**config.mk**
```make
export PLATFORM = sky130hd
export DESIGN_NAME = meta_flush_engine_flat
export DESIGN_NICKNAME = d
export VERILOG_FILES = /design/src/rtl/meta_flush_engine_if.sv /design/src/rtl/meta_flush_engine.sv /design/src/flat_wrapper.sv
export SDC_FILE = /design/constraint.sdc
export NUM_CORES = 1
export LEC_CHECK = 0
export CAP_MARGIN = 10
export CORE_MARGIN = 2
export CORE_UTILIZATION = 37
export DETAILED_ROUTE_END_ITERATION = 8
export PLACE_DENSITY_LB_ADDON = 0.15
export SLEW_MARGIN = 20
export SYNTH_ARGS = -nofsm -noshare
export SYNTH_HDL_FRONTEND = slang
export SYNTH_SLANG_ARGS = --single-unit
```
**constraint.sdc**
```tcl
create_clock -name clk -period 1.2 [get_ports clk]
set_input_delay 0.24 -clock clk [delete_from_list [all_inputs] [get_ports clk]]
set_output_delay 0.24 -clock clk [all_outputs]
set_load 0.01 [all_outputs]
```
**src/rtl/meta_flush_engine_if.sv**
```systemverilog
// rtl/meta_flush_engine_if.sv - flush request, metadata array and write-back signals of the flush engine
interface meta_flush_engine_if #(
    parameter int s_index = 4
);
    logic               flush_req;
    logic               busy;
    logic               flush_done;
    logic [s_index-1:0] meta_index;
    logic               valid_in;
    logic               dirty_in;
    logic               dirty_load;
    logic               dirty_datain;
    logic               valid_load;
    logic               valid_datain;
    logic               wb_req;
    logic [s_index-1:0] wb_index;
    logic               wb_ack;

    // master: the flush engine; slave: the cache controller / memory side
    modport master (
        input  flush_req, valid_in, dirty_in, wb_ack,
        output busy, flush_done, meta_index, dirty_load, dirty_datain,
               valid_load, valid_datain, wb_req, wb_index
    );

    modport slave (
        output flush_req, valid_in, dirty_in, wb_ack,
        input  busy, flush_done, meta_index, dirty_load, dirty_datain,
               valid_load, valid_datain, wb_req, wb_index
    );
endinterface

```
**src/rtl/meta_flush_engine.sv**
```systemverilog
// rtl/meta_flush_engine.sv - walks L1 valid/dirty metadata, writes back and clears dirty sets
// Optional FLUSH_INVALIDATE_EN: also clears every valid bit during the scan.
module meta_flush_engine #(
    parameter int s_index = 4
) (
    input  logic                 clk,
    input  logic                 rst,
    meta_flush_engine_if.master  bus
);
    localparam logic [2:0] IDLE  = 3'd0;
    localparam logic [2:0] SCAN  = 3'd1;
    localparam logic [2:0] WB    = 3'd2;
    localparam logic [2:0] CLEAR = 3'd3;
    localparam logic [2:0] DONE  = 3'd4;

    localparam logic [s_index-1:0] last_idx = {s_index{1'b1}};
    localparam logic [s_index-1:0] one_idx  = {{(s_index-1){1'b0}}, 1'b1};

    logic [2:0]         state;
    logic [s_index-1:0] idx;
    logic               hit;

    // array read data is combinational at meta_index, so the SCAN decision is same-cycle
    assign hit = bus.valid_in & bus.dirty_in;

    always_ff @(posedge clk) begin
        if (rst) begin
            state <= IDLE;
            idx   <= '0;
        end else begin
            case (state)
                IDLE: begin
                    if (bus.flush_req) begin
                        state <= SCAN;
                        idx   <= '0;
                    end
                end
                SCAN: begin
                    if (hit) begin
                        state <= WB;
                    end else if (idx == last_idx) begin
                        state <= DONE;
                    end else begin
                        idx <= idx + one_idx;
                    end
                end
                WB: begin
                    if (bus.wb_ack) begin
                        state <= CLEAR;
                    end
                end
                CLEAR: begin
                    if (idx == last_idx) begin
                        state <= DONE;
                    end else begin
                        idx   <= idx + one_idx;
                        state <= SCAN;
                    end
                end
                DONE: begin
                    state <= IDLE;
                    idx   <= '0;
                end
                default: begin
                    state <= IDLE;
                    idx   <= '0;
                end
            endcase
        end
    end

    assign bus.busy         = (state != IDLE);
    assign bus.flush_done   = (state == DONE);
    assign bus.meta_index   = idx;
    assign bus.wb_req       = (state == WB);
    assign bus.wb_index     = idx;
    assign bus.dirty_load   = (state == CLEAR);
    assign bus.dirty_datain = 1'b0;
    assign bus.valid_datain = 1'b0;

`ifdef FLUSH_INVALIDATE_EN
    // clean sets are invalidated as they are scanned, dirty sets once written back
    assign bus.valid_load = (state == CLEAR) | ((state == SCAN) & ~hit);
`else
    assign bus.valid_load = 1'b0;
`endif

endmodule

```
**src/flat_wrapper.sv**
```systemverilog
// flat-port wrapper written by rule: the top's interface ports become plain ports
module meta_flush_engine_flat 
#(
    parameter int s_index = 4
)
  (clk, rst, bus_flush_req, bus_valid_in, bus_dirty_in, bus_wb_ack, bus_busy, bus_flush_done, bus_meta_index, bus_dirty_load, bus_dirty_datain, bus_valid_load, bus_valid_datain, bus_wb_req, bus_wb_index);
  meta_flush_engine_if #(.s_index(s_index)) bus_i ();
  input  logic clk;
  input  logic rst;
  input wire logic [$bits(bus_i.flush_req)-1:0] bus_flush_req;
  input wire logic [$bits(bus_i.valid_in)-1:0] bus_valid_in;
  input wire logic [$bits(bus_i.dirty_in)-1:0] bus_dirty_in;
  input wire logic [$bits(bus_i.wb_ack)-1:0] bus_wb_ack;
  output wire logic [$bits(bus_i.busy)-1:0] bus_busy;
  output wire logic [$bits(bus_i.flush_done)-1:0] bus_flush_done;
  output wire logic [$bits(bus_i.meta_index)-1:0] bus_meta_index;
  output wire logic [$bits(bus_i.dirty_load)-1:0] bus_dirty_load;
  output wire logic [$bits(bus_i.dirty_datain)-1:0] bus_dirty_datain;
  output wire logic [$bits(bus_i.valid_load)-1:0] bus_valid_load;
  output wire logic [$bits(bus_i.valid_datain)-1:0] bus_valid_datain;
  output wire logic [$bits(bus_i.wb_req)-1:0] bus_wb_req;
  output wire logic [$bits(bus_i.wb_index)-1:0] bus_wb_index;
  assign bus_i.flush_req = bus_flush_req;
  assign bus_i.valid_in = bus_valid_in;
  assign bus_i.dirty_in = bus_dirty_in;
  assign bus_i.wb_ack = bus_wb_ack;
  assign bus_busy = bus_i.busy;
  assign bus_flush_done = bus_i.flush_done;
  assign bus_meta_index = bus_i.meta_index;
  assign bus_dirty_load = bus_i.dirty_load;
  assign bus_dirty_datain = bus_i.dirty_datain;
  assign bus_valid_load = bus_i.valid_load;
  assign bus_valid_datain = bus_i.valid_datain;
  assign bus_wb_req = bus_i.wb_req;
  assign bus_wb_index = bus_i.wb_index;
  meta_flush_engine #(.s_index(s_index)) u_core (.clk(clk), .rst(rst), .bus(bus_i));
endmodule
```
==> summary.txt, run 1 <==
Finished Layout Cells: 102
status: complete, but fails checks
Initial Util: 39.81%
antenna violations before repair: 0
failing checks: negative setup slack
skew final: 0.004689 ns
die footprint: 1715 µm²
Crit Path Category: reg -> out
final hold violation count: 0
CP Data Arrival Time: 1.10 ns
CP Max Fanout: 5
P per Cell Area: 804.9 nW/µm²
total gr overflow: 0
maximum vdd drop: 0.5244 mV
setup violators final: 7
total wire length: 1443 µm
fmax: 0.7442 GHz
first-pass GRT wire length: 2118 µm
CTS clk-pin slew, worst paths: 0.05 ns
Hold WC Path Type: reg -> reg
Fin Setup TNS: -0.3930 ns
via count: 540
Core Area: 1301 µm²
Max Cap Viol: 0
leading cell type in the layout, fill and taps excluded: buf_4
Ports: 21
clock buffer depth: 2
Worst EP required: 0.96 ns
Pwr Total: 676.8 µW
vias in the first global route: 496
clk_lat worst skew: 0.27 ns
worst hold slack: 0.5203 ns
Hold Buf Count CTS: 0
synthesized flop and latch total: 7
pre-CTS WS: -0.2793 ns
diodes inserted: 0
number of remaining DRC errors: 0
CTS root buffer: clkbuf_4
GRT Resource Usage Total: 16.17%
Syn. warnings: 0
Critical Path End Type: output pin
Antenna Violating Nets Remaining: 0
Final Cycle Share: 112.0%
Fillers: 108
P&R area growth vs syn: 62.32%
CTS tree: built
leakage: 0.3933 nW
Post-Syn Instances: 59
DR WL/cell: 14.15 µm
Post-Syn Area: 518.0 µm²
FF+latch area: 148.9 µm²
Slew Viols, Final: 0
share of layout cells above drive strength 1: 51.72%
pin count of the biggest net entering global routing: 12
H-tree levels: 1
Avg Cell Area, Syn: 8.780 µm²
Site Rows: 13
RSZ-0062 raised after global routing: yes
Sink Count: 7
DP Wirelength: 905.1 µm
Multi-input gate area: 371.6 µm²
routability cong.: 0.8030
die height: 41.42 µm
iteration-0 DRC count of the detailed router: 6
chip width: 41.42 µm
most frequent cells in the layout: buf_4, dlygate4sd2_1, nand2_1, clkdlybuf4s50_1
post-synth cell types: 30
Placed Cells incl. Taps: 94
# port buffers: 17
vias per cell: 5.294
Worst setup SP type: flip-flop
post-route minimum period: 1.344 ns
final worst slack: -0.1438 ns
post-synthesis sequential area ratio: 27.05%
Nets: 95
hold depth: 2
detailed-router iteration count before antenna repair: 4
Reg2Reg Depth: 4
total CTS buffers: 3
[registers in the layout, summed over array words and instances, names as in the netlist]
signal	count
u_core.bus.meta_index	4
u_core.state	3
[where the power goes]
group          switching (mW)  total, mW  internal, mW  leakage [nW]
Combinational          0.0860      0.190         0.104         0.319
Sequential             0.0140      0.256         0.242        0.0593
Clock                   0.103      0.231         0.128        0.0150
Total                   0.203      0.677         0.474         0.393
[critical path, cell delays in order (launching register included)]
cell,delay [ns]
dfxtp_2,0.35
or3_4,0.37
buf_6,0.13
[synth_stat cells]
cell       number  area [µm²]
buf_6           2       22.52
a2111oi_2       1       15.01
buf_2           1       5.000
or3_1           2       12.51
or3_2           1       7.510
nand4b_1        1       8.760
buf_4           7       52.55
nand2_1         6       22.52
nor3b_1         4       30.03
ha_1            1       12.51
nand4_1         1       6.260
a21boi_0        1       7.510
inv_1           2       7.510
a21oi_1         2       10.01
nor2_4          1       11.26
nor4b_1         1       8.760
o211a_1         2       20.02
nor4_1          2       12.51
conb_1          1       3.750
o221a_2         1       11.26
dfxtp_1         7       140.1
and2b_2         1       8.760
a31oi_1         1       6.260
nand3_1         2       10.01
o22ai_1         2       12.51
nand3b_4        1       20.02
nand2_2         1       6.260
a211oi_1        2       15.01
o21ai_1         1       5.000
and3_1          1       6.260
[metrics by stage]
step / utilization, % / area (µm²)
global placement: 55.38 / 720.7
detailed placement: 55.38 / 720.7
floorplan: - / 529.3
global route: 64.62 / 840.8
finish: 64.62 / 840.8
CTS: 60.10 / 782.0
[worst paths after layout]
path	from	endpoint	slack (ns)
setup / recovery	u_core.state[2]	bus_busy	-0.14
hold / removal	u_core.bus.meta_index[0]	u_core.bus.meta_index[0]	0.52
setup reg to reg	u_core.state[1]	u_core.bus.meta_index[3]	-0.03
hold reg to reg	u_core.bus.meta_index[0]	u_core.bus.meta_index[0]	0.52
[area by class of cell]
cell class,count,area share [%]
inverters,2,0.8929
repair buffers,32,31.85
multi-input cells,42,44.20
flip-flops and latches,7,17.71
well taps,15,2.232
clock buffers,4,3.125
[repair_timing]
action	CTS	global route
resized for setup	37	10
hold endpoints to repair	0	0
endpoints found under the setup margin	17	12
pin swaps	6	2
setup buffers	3	1
[cell families (layout without fill, tap and decap cells)]
kind of cell,count (synthesis),after routing,share of synthesized area [%]
adders and majority gates,1,1,2.415
and+or+nand+nor,25,25,33.09
AOI/OAI and AO/OA,13,13,19.81
other,1,3,0.7239
DFF,7,7,27.05
buffers and inverters,12,38,16.91
[routing by layer]
metal  routed length, µm  global-route usage, %  up-vias
met3                  71                  5.217        5
met4                  38                  10.97        0
met1                 614                  18.52      253
li1                    -                      -      265
met2                 719                  25.31       17
met5                   0                      0        -
Power figures use the tool's default switching activity.
==> inputs of run 2 (changes only) <==
Settings changed: CAP_MARGIN 10 to 30, SLEW_MARGIN 20 to 10.
==> results of run 2 <==
Final layout, timing and power as in run 1 (identical DEF).
